[src/rtl/sipo_pkg.sv]
// Shared constants and helpers for the SIPO deserialiser.
// Parity build selected by SIPO_PARITY_EN; frame length derives from it.
package sipo_pkg;

`ifdef SIPO_PARITY_EN
  localparam bit PARITY_EN = 1'b1;
`else
  localparam bit PARITY_EN = 1'b0;
`endif

  // XOR over data plus parity bit equals this for a good frame
  localparam bit PARITY_EVEN = 1'b0;

  function automatic int clog2(input int v);
    int r;
    r = 0;
    for (int i = 0; i < 32; i++)
      if ((1 << r) < v) r++;
    return (r < 1) ? 1 : r;
  endfunction

  function automatic int frame_len(input int w);
    return w + (PARITY_EN ? 1 : 0);
  endfunction

endpackage

[src/rtl/sipo_shreg.sv]
// WIDTH-bit shift register with direction select, enable and sync clear.
// Ports: clk, rst, clr, en, din in; nxt = value the register takes at the next edge.
module sipo_shreg
  import sipo_pkg::*;
#(
  parameter int WIDTH     = 8,
  parameter int MSB_FIRST = 0
) (
  input  logic             clk,
  input  logic             rst,
  input  logic             clr,
  input  logic             en,
  input  logic             din,
  output logic [WIDTH-1:0] nxt
);

  logic [WIDTH-1:0] sh;
  logic [WIDTH-1:0] shifted;

  if (MSB_FIRST != 0) begin : g_msb
    assign shifted = {sh[WIDTH-2:0], din};
  end else begin : g_lsb
    assign shifted = {din, sh[WIDTH-1:1]};
  end

  // Exposing next-state lets the top load a word on the last-bit edge
  always_comb begin
    nxt = sh;
    if (clr)
      nxt = '0;
    else if (en)
      nxt = shifted;
  end

  always_ff @(posedge clk) begin
    if (rst)
      sh <= '0;
    else
      sh <= nxt;
  end

endmodule

[src/rtl/sipo_deser.sv]
// Serial-in/parallel-out deserialiser with valid/ready output and overrun flag.
// Ports: clk, rst, se_en, se_in, clr, pa_ready in; pa_out, pa_valid, overrun, parity_err out.
// Macro SIPO_PARITY_EN adds a trailing even-parity bit per frame.
module sipo_deser
  import sipo_pkg::*;
#(
  parameter int WIDTH     = 8,
  parameter int MSB_FIRST = 0
) (
  input  logic             clk,
  input  logic             rst,
  input  logic             se_en,
  input  logic             se_in,
  input  logic             clr,
  output logic [WIDTH-1:0] pa_out,
  output logic             pa_valid,
  input  logic             pa_ready,
  output logic             overrun,
  output logic             parity_err
);

  localparam int F     = frame_len(WIDTH);
  localparam int CNT_W = clog2(F);
  localparam logic [CNT_W-1:0] LAST = CNT_W'(F - 1);

  logic [CNT_W-1:0] cnt;
  logic [WIDTH-1:0] word;
  logic             bit_ok;
  logic             last;
  logic             take;
  logic             load;
  logic             drop;
  logic             consume;

  assign bit_ok  = se_en && !clr;
  assign last    = bit_ok && (cnt == LAST);
  assign consume = pa_valid && pa_ready;
  assign load    = last && (!pa_valid || pa_ready);
  assign drop    = last && pa_valid && !pa_ready;

`ifdef SIPO_PARITY_EN
  // Parity bit is the last of the frame and never enters the data word
  assign take = bit_ok && !last;
`else
  assign take = bit_ok;
`endif

  sipo_shreg #(
    .WIDTH    (WIDTH),
    .MSB_FIRST(MSB_FIRST)
  ) u_shreg (
    .clk(clk),
    .rst(rst),
    .clr(clr),
    .en (take),
    .din(se_in),
    .nxt(word)
  );

  always_ff @(posedge clk) begin
    if (rst)
      cnt <= '0;
    else if (clr)
      cnt <= '0;
    else if (se_en)
      cnt <= last ? '0 : cnt + 1'b1;
  end

  always_ff @(posedge clk) begin
    if (rst) begin
      pa_out   <= '0;
      pa_valid <= 1'b0;
    end else if (load) begin
      pa_out   <= word;
      pa_valid <= 1'b1;
    end else if (consume) begin
      pa_valid <= 1'b0;
    end
  end

  always_ff @(posedge clk) begin
    if (rst)
      overrun <= 1'b0;
    else if (clr)
      overrun <= 1'b0;
    else if (drop)
      overrun <= 1'b1;
  end

`ifdef SIPO_PARITY_EN
  logic perr;

  always_ff @(posedge clk) begin
    if (rst)
      perr <= 1'b0;
    else if (load)
      perr <= (^{word, se_in}) != PARITY_EVEN;
  end

  assign parity_err = perr;
`else
  assign parity_err = 1'b0;
`endif

endmodule

[config.mk]
export PLATFORM = sky130hd
export DESIGN_NAME = sipo_deser
export DESIGN_NICKNAME = d
export VERILOG_FILES = /design/src/rtl/sipo_pkg.sv /design/src/rtl/sipo_shreg.sv /design/src/rtl/sipo_deser.sv
export SDC_FILE = /design/constraint.sdc
export NUM_CORES = 1
export LEC_CHECK = 0
export BUFFER_PORTS_ARGS = -buffer_cell sky130_fd_sc_hd__buf_2
export CAP_MARGIN = 20
export CORE_MARGIN = 8
export CORE_UTILIZATION = 35
export DETAILED_ROUTE_END_ITERATION = 8
export HOLD_SLACK_MARGIN = 0.02
export MAX_ROUTING_LAYER = met4
export PLACE_DENSITY_LB_ADDON = 0.25
export SLEW_MARGIN = 10
export SYNTH_ARGS = -nofsm -noshare
export SYNTH_HDL_FRONTEND = slang
export SYNTH_SLANG_ARGS = --single-unit
[constraint.sdc]
create_clock -name clk -period 2.26 [get_ports clk]
set_clock_uncertainty 0.05 [all_clocks]
set_input_delay 0.452 -clock clk [delete_from_list [all_inputs] [get_ports clk]]
set_output_delay 0.452 -clock clk [all_outputs]
set_load 0.05 [all_outputs]
==> impl_summary.txt, run 1 <==
----------------------------------------------------
[Clocking]
  TritonCTS Buffers ... 3
  Maximum buffer depth of the clock tree ... 2
  Clock transition at path regs ... 120 ps
  Clock root buffer master ... sky130_fd_sc_hd__clkbuf_4
  Clock latency reported for the late side of the worst-skew pair ... a little over 300 ps
  TritonCTS sink count ... 21
  Buffers inserted by post-CTS timing repair ... 0
  Clock tree from TritonCTS ... yes
  Count of hold buffers inserted by post-cts repair ... 0
  Number of levels the H-tree was split into ... 1
  Post-cts sizing count ... 0

[Yosys]
  Top-count cell post-synth ... sky130_fd_sc_hd__dfxtp_1
  Async SR Flop Fraction ... 0%
  Number of synthesized flops with an enable pin ... 0
  Synthesized netlist net count ... 84
  Commonest cells post-synth ... 21 x sky130_fd_sc_hd__dfxtp_1, 13 x sky130_fd_sc_hd__nor2_1, 10 x sky130_fd_sc_hd__mux2i_1
  Cell taking the most area after synthesis ... sky130_fd_sc_hd__dfxtp_1
  Mean instance size in the synthesized netlist ... roughly 11 sq um
  Number of flip-flops and latches in the synthesized netlist ... 21
  Netlist area before placement ... roughly 830 sq um
  Share of the synthesized area in the top cell type ... between 50% and 60%
  YS warnings ... 0
  Cell count after synthesis ... 76
  Top cells by area, synth ... sky130_fd_sc_hd__dfxtp_1 50%, sky130_fd_sc_hd__mux2i_1 12%, sky130_fd_sc_hd__mux2_2 8.1%, sky130_fd_sc_hd__nor2b_1 6.0%, sky130_fd_sc_hd__nor2_1 5.8%
  Sequential area share after synthesis ... 50.4%
  Library cells used by synthesis ... 19
  Flip-flop cell with the highest count after synthesis ... sky130_fd_sc_hd__dfxtp_1

[Timing]
  Total Neg Setup Slack ... 0 ps
  Setup slack of the critical path after layout ... about 540 ps
  Final-report setup violation count ... 0
  Final Hold Fails ... 0
  Unrepaired setup endpoints after global routing ... false
  Min Tclk post-route ... 1720 ps
  Fmax ... 582 MHz
  Final max-slew violation count ... 0
  Ratio of final minimum period to clock period ... around three quarters

[Floorplanning]
  Die height ... 64.8 um
  Width of the die ... around 65 um
  Number of top-level pins ... 17
  Die Footprint ... 4200 sq um
  Placeable core area ... approximately 2200 sq um
  Number of cell rows ... 17
  Initial core utilization ... 37.4%

[Detailed routing]
  Met1 routed wirelength after detailed routing ... 657 um
  Detailed Route WL ... 1420 um
  Iteration count of the initial detailed-routing pass ... 2
  Final routed wire length divided by cell count ... 11.9 um
  Iteration-0 DRC Markers ... 7
  DR WL met2 ... 669 um
  DRC violation count after routing ... 0
  Antenna violation net count after detailed routing ... 0
  Via Count ... between 500 and 600
  Max layer used ... met4
  Via density ... about 4.6
  Sum of met3 wire segment lengths after detailed routing ... 54 um

[Global routing]
  Grt ovf ... 0
  First-pass GRT wire length ... between 2000 and 2500 um
  Largest net degree at the start of global routing ... 14
  Via count of the first global-routing pass ... 555
  Aggregate global-route resource usage ... a little under 8%
  Initial antenna violation count ... 0

[Pwr]
  Combinational group share of total power ... 4.9%
  Power density cells ... 618 nW/um^2
  Relative contribution of the clock network to total power ... 31.7%
  Switching portion of total power ... 23.7%
  Leakage power ... 0.440 nW
  Net switching component of the power ... between 0.1 and 0.15 mW
  Int Pwr ... between 0.4 and 0.5 mW
  Maximum ir drop on the vdd rail ... ~0.00035 V
  Power share of the sequential group ... a little under two thirds

[Layout]
  Area taken by flip-flops and latches ... 420 sq um
  Post-synthesis to final-layout area growth ... 14.1%
  Layout Nets ... 101
  Layout cells sized above 1 ... around 30%
  Antenna fix cells ... 0
  Non-filler instance count after layout ... 120
  Area of the multi-input gates ... 387 sq um
  # fillers ... 235

[Setup path]
  Worst Setup Start Kind ... register
  CP max FO ... 8
  Critical Path End Type ... register
  Required time worst endpoint ... 2430 ps
  Crit Path Category ... register to register
  Worst EP arrival ... 1890 ps

[Placement]
  Total half-perimeter wirelength after legalization and detailed placement ... around 1100 um
  Worst Setup Slack post-DPL ... 519 ps
  Last weighted congestion value of the routability-driven placer ... between 0.6 and 0.7
  Placed Cells ... 116
  I/O Buffers ... 15

[Status]
  Status ... completed

[Worst hold path]
  Min-delay worst type ... input pin to register

[Flow run]
  Maxcap violations ... 0

----------------------------------------------------
logic make-up (layout without fill, tap and decap cells):
family	count (synthesis)	in the layout	synth area share [%]
multiplexers	18	18	22.8
other	1	1	0.449
buffers and inverters	4	20	3.30
adder cells (fa/ha/maj)	2	2	3.00
flip-flops	21	21	50.4
AND/OR/NAND/NOR	27	27	17.5
AO/OA/AOI/OAI	3	3	2.55
per-stage QoR:
| step | instance area, sq um | hold slack [ps] | power [mW] | util [%] |
|---|---|---|---|---|
| after floorplan | 835 | 399 | 0.404 | - |
| after global placement | 925 | 413 | 0.410 | 41.4 |
| after detailed placement | 925 | 418 | 0.411 | 41.4 |
| after CTS | 952 | 386 | 0.594 | 42.6 |
| after global routing | 952 | 389 | 0.613 | 42.6 |
| final | 952 | 388 | 0.589 | 42.6 |
routing by layer:
layer,global-route usage (%),up-vias
li1,-,284
met1,7.58,253
met2,12.0,9
met3,2.58,4
met4,6.54,0
met5,-,-
critical path: stages (launching register included):
cell and delay, ps:
sky130_fd_sc_hd__dfxtp_1 370, sky130_fd_sc_hd__ha_1 160, sky130_fd_sc_hd__ha_1 200, sky130_fd_sc_hd__nand2_1 120
sky130_fd_sc_hd__nor3_4 350, sky130_fd_sc_hd__mux2_2 380
power groups by stage:
stage,combinational [mW],clock (mW),sequential (mW)
2_1_floorplan,0.0225,0,0.381
3_3_place_gp,0.0289,0,0.382
3_5_place_dp,0.0292,0,0.382
4_1_cts,0.0293,0.191,0.373
5_1_grt,0.0311,0.208,0.374
6_report,0.0289,0.187,0.373
layout by cell type (no fill, tap or decap):
| master | instances |
|---|---|
| sky130_fd_sc_hd__a31oi_1 | 1 |
| sky130_fd_sc_hd__mux2i_1 | 10 |
| sky130_fd_sc_hd__nand3b_1 | 1 |
| sky130_fd_sc_hd__nor3_4 | 1 |
| sky130_fd_sc_hd__conb_1 | 1 |
| sky130_fd_sc_hd__ha_1 | 2 |
| sky130_fd_sc_hd__or2_1 | 1 |
| sky130_fd_sc_hd__nor2_1 | 13 |
| sky130_fd_sc_hd__o21ba_2 | 1 |
| sky130_fd_sc_hd__mux2_2 | 6 |
| sky130_fd_sc_hd__buf_4 | 1 |
| sky130_fd_sc_hd__nand2b_1 | 1 |
| sky130_fd_sc_hd__a21oi_1 | 1 |
| sky130_fd_sc_hd__nor2b_1 | 8 |
| sky130_fd_sc_hd__nand2_1 | 1 |
| sky130_fd_sc_hd__clkinv_2 | 1 |
| sky130_fd_sc_hd__mux2_1 | 2 |
| sky130_fd_sc_hd__and2b_1 | 1 |
| sky130_fd_sc_hd__dfxtp_1 | 21 |
| sky130_fd_sc_hd__buf_2 | 15 |
| sky130_fd_sc_hd__clkbuf_4 | 3 |
state kept, by name, indices dropped and copies added, names as in the netlist:
register and cells:
pa_out 8, u_shreg.sh 8, cnt 3, overrun 1
pa_valid 1
final timing paths:
kind	from	endpoint	slack, ps	cells past startpoint
max	cnt[0]$_SDFFE_PP0P_	pa_out[3]$_SDFFE_PP0P_	540	5
min	se_in	u_shreg.sh[7]$_SDFF_PP0_	390	3
max reg2reg	cnt[0]$_SDFFE_PP0P_	pa_out[3]$_SDFFE_PP0P_	540	5
min reg2reg	overrun$_SDFFE_PP0P_	overrun$_SDFFE_PP0P_	430	2
layout make-up:
class                   count  share of cell area (%)
multi-input cells          51                    40.6
clock buffers               3                    2.37
flip-flops and latches     21                    44.2
repair buffers             16                    8.67
well taps                  28                    3.68
clock inverters             1                   0.526
Power figures use the tool's default switching activity.
==> run 2, diff against run 1 <==
- ABC_AREA: default -> 1
- clock period: 2.26 -> 1.7 ns (I/O delays scaled with it)
==> run 2 against run 1 <==
Compared with the run above: critical path depth grew 2; non-clock buffer count shrank 1; flip-flop and latch count is the same; via count grew 47%; routed wire length grew 33%; die area grew 9.9%; synthesized cell count grew 80%; combinational power grew 58%; sequential power grew 33%; utilization shrank 3.4 points.
==> impl_summary.txt, run 2 <==
----------------------------------------------------
[Layout]
  Most used cells in the layout excluding fill and tap cells ... 58 x sky130_fd_sc_hd__nand2_1, 21 x sky130_fd_sc_hd__nor2_1, 21 x sky130_fd_sc_hd__dfxtp_1, 15 x sky130_fd_sc_hd__buf_2, 14 x sky130_fd_sc_hd__inv_1 (was 21 x sky130_fd_sc_hd__dfxtp_1, 15 x sky130_fd_sc_hd__buf_2, 13 x sky130_fd_sc_hd__nor2_1, 10 x sky130_fd_sc_hd__mux2i_1, 8 x sky130_fd_sc_hd__nor2b_1)
  Post-synthesis to final-layout area growth ... 10.5% (was 14.1%)
  Area of the multi-input gates ... 419 sq um (was 387 sq um)
  Layout Nets ... 160 (was 101)
  Largest registers ... pa_out: 8 flops, u_shreg.sh: 8 flops, cnt: 3 flops (unchanged)
  Post-route standard cell area excluding fillers ... 1040 sq um (was 952 sq um)
  Area taken by flip-flops and latches ... 420 sq um (unchanged)
  # fillers ... 295 (was 235)
  Most common library cell in the layout ignoring fill and taps ... sky130_fd_sc_hd__nand2_1 (was sky130_fd_sc_hd__dfxtp_1)
  Antenna fix cells ... 0 (unchanged)
  Post-Route Utilization ... 39.2% (was 42.6%)
  Layout cells sized above 1 ... 18.5% (was 30.4%)

[Worst hold path]
  Critical hold path startpoint ... clr (was se_in)
  Min-delay worst type ... input pin to register (unchanged)
  Hold path depth ... 4 (was 3)
  Endpoint, Worst Hold ... cnt[0]$_SDFFE_PP0P_ (was u_shreg.sh[7]$_SDFF_PP0_)

[Floorplanning]
  Width of the die ... 68.0 um (was 64.8 um)
  Number of cell rows ... 19 (was 17)
  Die height ... 68.0 um (was 64.8 um)
  Number of top-level pins ... 17 (unchanged)
  Die Footprint ... 4620 sq um (was 4200 sq um)
  Initial core utilization ... 35.5% (was 37.4%)
  Placeable core area ... 2660 sq um (was 2230 sq um)

[Yosys]
  Mean instance size in the synthesized netlist ... 6.90 sq um (was 11.0 sq um)
  YS warnings ... 0 (unchanged)
  Number of flip-flops and latches in the synthesized netlist ... 21 (unchanged)
  Library cells used by synthesis ... 17 (was 19)
  Cell count after synthesis ... 137 (was 76)
  Sequential area share after synthesis ... 44.5% (was 50.4%)
  Number of synthesized flops with an enable pin ... 0 (unchanged)
  Cell taking the most area after synthesis ... sky130_fd_sc_hd__dfxtp_1 (unchanged)
  Share of the synthesized area in the top cell type ... 44.5% (was 50.4%)
  Netlist area before placement ... 945 sq um (was 835 sq um)
  Top-count cell post-synth ... sky130_fd_sc_hd__nand2_1 (was sky130_fd_sc_hd__dfxtp_1)
  Commonest cells post-synth ... 58 x sky130_fd_sc_hd__nand2_1, 21 x sky130_fd_sc_hd__dfxtp_1, 21 x sky130_fd_sc_hd__nor2_1 (was 21 x sky130_fd_sc_hd__dfxtp_1, 13 x sky130_fd_sc_hd__nor2_1, 10 x sky130_fd_sc_hd__mux2i_1)
  Async SR Flop Fraction ... 0% (unchanged)
  Synthesized netlist net count ... 145 (was 84)
  Top cells by area, synth ... sky130_fd_sc_hd__dfxtp_1 45%, sky130_fd_sc_hd__nand2_1 23%, sky130_fd_sc_hd__nor2_1 8.3%, sky130_fd_sc_hd__inv_1 5.6%, sky130_fd_sc_hd__buf_6 3.6% (was sky130_fd_sc_hd__dfxtp_1 50%, sky130_fd_sc_hd__mux2i_1 12%, sky130_fd_sc_hd__mux2_2 8.1%, sky130_fd_sc_hd__nor2b_1 6.0%, sky130_fd_sc_hd__nor2_1 5.8%)
  Flip-flop cell with the highest count after synthesis ... sky130_fd_sc_hd__dfxtp_1 (unchanged)

[Detailed routing]
  DRC violation count after routing ... 0 (unchanged)
  Via density ... 4.44 (was 4.58)
  Via Count ... 808 (was 550)
  Iteration-0 DRC Markers ... 48 (was 7)
  Detailed Route WL ... 1900 um (was 1420 um)
  Antenna violation net count after detailed routing ... 0 (unchanged)
  Iteration count of the initial detailed-routing pass ... 4 (was 2)
  Final routed wire length divided by cell count ... 10.4 um (was 11.9 um)

[Setup path]
  CP max FO ... 11 (was 8)
  Crit Path Category ... register to register (unchanged)
  Highest-delay cell along the critical path ... sky130_fd_sc_hd__dfxtp_1 (was sky130_fd_sc_hd__mux2_2)
  Worst reg2reg setup slack ... 230 ps (was 540 ps)
  Reg-to-Reg End ... pa_out[6]$_SDFFE_PP0P_ (was pa_out[3]$_SDFFE_PP0P_)
  Worst path cell trace ... ha_1 > ha_1 > nand3_4 > nor2_4 > nand2_1 > nand2_1 > nor2_2 (was ha_1 > ha_1 > nand2_1 > nor3_4 > mux2_2)
  Crit-path leading delay family ... simple AND/OR/NAND/NOR gates (unchanged)
  Launch point of the worst reg-to-reg path ... cnt[1]$_SDFFE_PP0P_ (was cnt[0]$_SDFFE_PP0P_)
  Cells on worst reg2reg path ... 7 (was 5)
  Critical Path End Type ... register (unchanged)
  Critical path buffers and inverters ... 0 (unchanged)
  Worst Setup Start Kind ... register (unchanged)
  Max stage delay on crit path ... 360 ps (was 380 ps)
  Required time worst endpoint ... 1880 ps (was 2430 ps)
  Worst EP arrival ... 1640 ps (was 1890 ps)

[Timing]
  Fmax ... 682 MHz (was 582 MHz)
  Final Hold Fails ... 0 (unchanged)
  Ratio of final minimum period to clock period ... 86.2% (was 76.0%)
  Min Tclk post-route ... 1470 ps (was 1720 ps)
  Final-report setup violation count ... 0 (unchanged)
  Total Neg Setup Slack ... 0 ps (unchanged)
  Final max-slew violation count ... 0 (unchanged)
  Setup slack of the critical path after layout ... 234 ps (was 541 ps)
  Unrepaired setup endpoints after global routing ... false (unchanged)
  Hold Slack ... 284 ps (was 388 ps)

[Clocking]
  TritonCTS Buffers ... 3 (unchanged)
  Clock transition at path regs ... 130 ps (was 120 ps)
  Number of levels the H-tree was split into ... 1 (unchanged)
  Buffers inserted by post-CTS timing repair ... 0 (unchanged)
  Count of hold buffers inserted by post-cts repair ... 0 (unchanged)
  Maximum buffer depth of the clock tree ... 2 (unchanged)
  Clock root buffer master ... sky130_fd_sc_hd__clkbuf_4 (unchanged)
  Clock tree from TritonCTS ... yes (unchanged)
  TritonCTS sink count ... 21 (unchanged)
  Clock latency reported for the late side of the worst-skew pair ... 310 ps (about the same)
  Post-cts sizing count ... 0 (unchanged)

[Placement]
  Placed standard-cell area ... 1010 sq um (was 925 sq um)
  Total half-perimeter wirelength after legalization and detailed placement ... 1420 um (was 1070 um)
  I/O Buffers ... 15 (unchanged)
  Worst Setup Slack post-DPL ... 231 ps (was 519 ps)
  Last weighted congestion value of the routability-driven placer ... 0.751 (was 0.642)

[Global routing]
  Grt ovf ... 0 (unchanged)
  Initial antenna violation count ... 0 (unchanged)
  Largest net degree at the start of global routing ... 14 (unchanged)
  Via count of the first global-routing pass ... 832 (was 555)
  First-pass GRT wire length ... 3360 um (was 2400 um)
  Aggregate global-route resource usage ... 9.55% (was 7.69%)

[Flow run]
  Maxcap violations ... 0 (unchanged)

[Pwr]
  Leakage power ... 0.541 nW (was 0.440 nW)
  Maximum ir drop on the vdd rail ... 0.000673 V (was 0.000351 V)
  Power density cells ... 762 nW/um^2 (was 618 nW/um^2)

[Status]
  Status ... completed (unchanged)

----------------------------------------------------
==> run 2: layout make-up <==
type                    count  share of cell area (%)
multi-input cells          95                    40.2
flip-flops and latches     21                    40.3
inverters                  16                    5.76
repair buffers             15                    7.19
clock buffers               3                    2.16
clock inverters             1                   0.719
well taps                  31                    3.72
==> run 2: kinds of logic after synthesis <==
group	Yosys count	synth area share (%)
adder cells (fa/ha/maj)	2	2.65
AND/OR/NAND/NOR	87	38.7
AO/OA/AOI/OAI	5	2.65
buffers and inverters	21	11.1
flip-flops	21	44.5
other	1	0.397
==> run 2: worst max path at each step <==
| stage | cells after the start | end | slack, ps | startpoint |
|---|---|---|---|---|
| global route | 7 | pa_out[6]$_SDFFE_PP0P_ | 120 | cnt[0]$_SDFFE_PP0P_ |
| floorplan | 6 | pa_out[0]$_SDFFE_PP0P_ | 330 | pa_valid$_SDFFE_PP0P_ |
| finish | 7 | pa_out[6]$_SDFFE_PP0P_ | 230 | cnt[1]$_SDFFE_PP0P_ |
| global placement | 7 | pa_out[6]$_SDFFE_PP0P_ | 280 | cnt[0]$_SDFFE_PP0P_ |
| CTS | 7 | pa_out[6]$_SDFFE_PP0P_ | 230 | cnt[0]$_SDFFE_PP0P_ |
| detailed placement | 7 | pa_out[6]$_SDFFE_PP0P_ | 230 | cnt[0]$_SDFFE_PP0P_ |
==> run 2: metal layers <==
metal	share of wire, %	GRT usage [%]	vias to the layer above
met1	46	10.3	351
met5	0	-	-
li1	-	-	430
met3	7.4	4.26	4
met4	1.6	3.58	0
met2	44	15.1	23
==> run 2: tightest hold or removal path: cells and delay by family <==
family	cells	cell delay, ps
AND/OR/NAND/NOR	1	50
AO/OA/AOI/OAI	2	110
buffers and inverters	1	100
==> run 2: power by group <==
part           switching (mW)  total, mW  internal (mW)
clock                   0.164      0.254         0.0898
combinational          0.0350     0.0456         0.0107
sequential            0.00128      0.496          0.495
==> run 2: per-stage QoR <==
stage | total power [mW] | cells
finish | 0.796 | 182
global route | 0.833 | 182
CTS | 0.809 | 182
detailed placement | 0.553 | 178
global placement | 0.552 | 178
floorplan | 0.543 | 137
==> run 3, diff against run 2 <==
- ABC_AREA: 1 -> default
- CORE_UTILIZATION: 35 -> 40
==> run 3 against run 2 <==
Compared with the run above: global-route usage is 1.2 points lower; maximum frequency is 7.8% lower; highest routed layer unchanged; register-to-register slack worse by 120 ps.
==> impl_summary.txt, run 3 (synthesis gave the netlist of run 1 again) <==
----------------------------------------------------
[Clocking]
  Clock transition at path regs ... 110 ps (was 130 ps)
  TritonCTS Buffers ... 3 (unchanged)
  Maximum buffer depth of the clock tree ... 2 (unchanged)
  Buffers inserted by post-CTS timing repair ... 0 (unchanged)
  TritonCTS sink count ... 21 (unchanged)
  Number of levels the H-tree was split into ... 1 (unchanged)
  Clock tree from TritonCTS ... yes (unchanged)
  Count of hold buffers inserted by post-cts repair ... 0 (unchanged)
  Clock latency reported for the late side of the worst-skew pair ... 300 ps (was 310 ps)
  Post-cts sizing count ... 0 (unchanged)
  Clock root buffer master ... sky130_fd_sc_hd__clkbuf_4 (unchanged)

[Pwr]
  Power density cells ... 783 nW/um^2 (was 762 nW/um^2)
  Maximum ir drop on the vdd rail ... 0.000494 V (was 0.000673 V)
  Power share of the sequential group ... 64.3% (was 62.3%)
  Relative contribution of the clock network to total power ... 30.4% (was 31.9%)
  Total Power Consumption ... 0.771 mW (was 0.796 mW)
  Combinational group share of total power ... 5.2% (was 5.7%)
  Int Pwr ... 0.602 mW (was 0.595 mW)
  Switching portion of total power ... 22.0% (was 25.2%)
  Net switching component of the power ... 0.170 mW (was 0.200 mW)
  Leakage power ... 0.455 nW (was 0.541 nW)

[Layout]
  Post-Route Utilization ... 50.2% (was 39.2%)
  Most common library cell in the layout ignoring fill and taps ... sky130_fd_sc_hd__dfxtp_1 (was sky130_fd_sc_hd__nand2_1)
  Area of the multi-input gates ... 387 sq um (was 419 sq um)
  Layout Nets ... 104 (was 160)
  Area taken by flip-flops and latches ... 420 sq um (unchanged)
  Post-synthesis to final-layout area growth ... 18.0% (was 10.5%)
  Antenna fix cells ... 0 (unchanged)
  Most used cells in the layout excluding fill and tap cells ... 21 x sky130_fd_sc_hd__dfxtp_1, 15 x sky130_fd_sc_hd__buf_2, 13 x sky130_fd_sc_hd__nor2_1, 10 x sky130_fd_sc_hd__mux2i_1, 8 x sky130_fd_sc_hd__nor2b_1 (was 58 x sky130_fd_sc_hd__nand2_1, 21 x sky130_fd_sc_hd__nor2_1, 21 x sky130_fd_sc_hd__dfxtp_1, 15 x sky130_fd_sc_hd__buf_2, 14 x sky130_fd_sc_hd__inv_1)
  Largest registers ... pa_out: 8 flops, u_shreg.sh: 8 flops, cnt: 3 flops (unchanged)
  # fillers ... 211 (was 295)
  Layout cells sized above 1 ... 31.6% (was 18.5%)

[Timing]
  Unrepaired setup endpoints after global routing ... false (unchanged)
  Final max-slew violation count ... 0 (unchanged)
  Total Neg Setup Slack ... 0 ps (unchanged)
  Min Tclk post-route ... 1590 ps (was 1470 ps)
  Ratio of final minimum period to clock period ... 93.5% (was 86.2%)
  Final Hold Fails ... 0 (unchanged)
  Final-report setup violation count ... 0 (unchanged)
  Setup slack of the critical path after layout ... 111 ps (was 234 ps)
  Fmax ... 629 MHz (was 682 MHz)

[Floorplanning]
  Number of top-level pins ... 17 (unchanged)
  Initial core utilization ... 42.5% (was 35.5%)
  Placeable core area ... 1960 sq um (was 2660 sq um)
  Number of cell rows ... 16 (was 19)
  Die Footprint ... 3800 sq um (was 4620 sq um)
  Width of the die ... 61.7 um (was 68.0 um)
  Die height ... 61.7 um (was 68.0 um)

[Worst hold path]
  Hold path depth ... 3 (was 4)
  Min-delay worst type ... input pin to register (unchanged)

[Setup path]
  Depth of the critical timing path with buffers and inverters included ... 6 (was 7)
  Required time worst endpoint ... 1850 ps (was 1880 ps)
  Worst path cell trace ... ha_1 > ha_1 > nand2_1 > nor3_4 > buf_12 > mux2_2 (was ha_1 > ha_1 > nand3_4 > nor2_4 > nand2_1 > nand2_1 > nor2_2)
  Most repeated library cell on the critical path ... sky130_fd_sc_hd__ha_1
  CP max FO ... 8 (was 11)
  Crit-path leading delay family ... flip-flops (was simple AND/OR/NAND/NOR gates)
  Worst Setup Start Kind ... register (unchanged)
  Cells on worst reg2reg path ... 6 (was 7)
  Crit Path Category ... register to register (unchanged)
  Critical path buffers and inverters ... 1 (was 0)
  Critical Path End Type ... register (unchanged)
  Max stage delay on crit path ... 370 ps (was 360 ps)
  Worst EP arrival ... 1740 ps (was 1640 ps)
  Highest-delay cell along the critical path ... sky130_fd_sc_hd__dfxtp_1 (unchanged)

[Detailed routing]
  Via density ... 4.52 (was 4.44)
  Final routed wire length divided by cell count ... 11.4 um (was 10.4 um)
  Antenna violation net count after detailed routing ... 0 (unchanged)
  Via Count ... 552 (was 808)
  Iteration-0 DRC Markers ... 5 (was 48)
  Detailed Route WL ... 1390 um (was 1900 um)
  Iteration count of the initial detailed-routing pass ... 4 (unchanged)
  DRC violation count after routing ... 0 (unchanged)

[Global routing]
  First-pass GRT wire length ... 2270 um (was 3360 um)
  Initial antenna violation count ... 0 (unchanged)
  Largest net degree at the start of global routing ... 13 (was 14)
  Aggregate global-route resource usage ... 8.38% (was 9.55%)
  Via count of the first global-routing pass ... 526 (was 832)
  Grt ovf ... 0 (unchanged)

[Flow run]
  Maxcap violations ... 0 (unchanged)

[Placement]
  Worst Setup Slack post-DPL ... 123 ps (was 231 ps)
  Total half-perimeter wirelength after legalization and detailed placement ... 1070 um (was 1420 um)
  Last weighted congestion value of the routability-driven placer ... 0.714 (was 0.751)
  I/O Buffers ... 15 (unchanged)

[Status]
  Status ... completed (unchanged)

----------------------------------------------------
run 3: changes by cell type in the layout (fill, tap and decap cells not counted), moves of 4 or more:
cell	change
sky130_fd_sc_hd__nand2_1	-57
sky130_fd_sc_hd__inv_1	-14
sky130_fd_sc_hd__mux2i_1	+10
sky130_fd_sc_hd__nor2_1	-8
sky130_fd_sc_hd__nor2b_1	+8
sky130_fd_sc_hd__mux2_2	+6
sky130_fd_sc_hd__nor2_2	-4
run 3: metrics by stage:
stage | hold slack (ps) | instances | cell area, sq um
after floorplan | 361 | 76 | 835
after global placement | 397 | 118 | 958
after global routing | 308 | 122 | 985
after CTS | 283 | 122 | 985
after detailed placement | 410 | 118 | 958
final | 288 | 122 | 985
run 3: final timing paths:
path                                            from                  endpoint  slack [ps]
worst max-delay path             cnt[0]$_SDFFE_PP0P_    pa_out[1]$_SDFFE_PP0P_         110
worst min-delay path                           se_in  u_shreg.sh[7]$_SDFF_PP0_         290
worst max register to register   cnt[0]$_SDFFE_PP0P_    pa_out[1]$_SDFFE_PP0P_         110
worst min register to register  overrun$_SDFFE_PP0P_      overrun$_SDFFE_PP0P_         430
run 3: final cells by class:
type / count / area share [%]
timing repair buffer: 19 / 11.9
sequential: 21 / 42.7
clock buffer: 4 / 2.67
multi-input combinational: 51 / 39.3
tap: 27 / 3.43
run 3: power groups by stage:
| stage | Clock [mW] | Combinational, mW | Sequential, mW |
|---|---|---|---|
| after floorplan | 0 | 0.0300 | 0.507 |
| after global placement | 0 | 0.0406 | 0.507 |
| after detailed placement | 0 | 0.0410 | 0.507 |
| after CTS | 0.247 | 0.0410 | 0.496 |
| after global routing | 0.262 | 0.0439 | 0.497 |
| final | 0.235 | 0.0405 | 0.496 |
run 3: layer usage:
metal,up-vias,track usage (%),share of wire [%]
met5,-,-,0
met4,0,4.87,1.0
met3,2,3.13,3.2
met2,8,12.6,50
met1,254,9.31,46
li1,288,-,-
run 3: tightest hold or removal path, cell delays in order:
cell	delay (ps)
sky130_fd_sc_hd__buf_2	80
sky130_fd_sc_hd__mux2i_1	60
sky130_fd_sc_hd__nor2_1	120
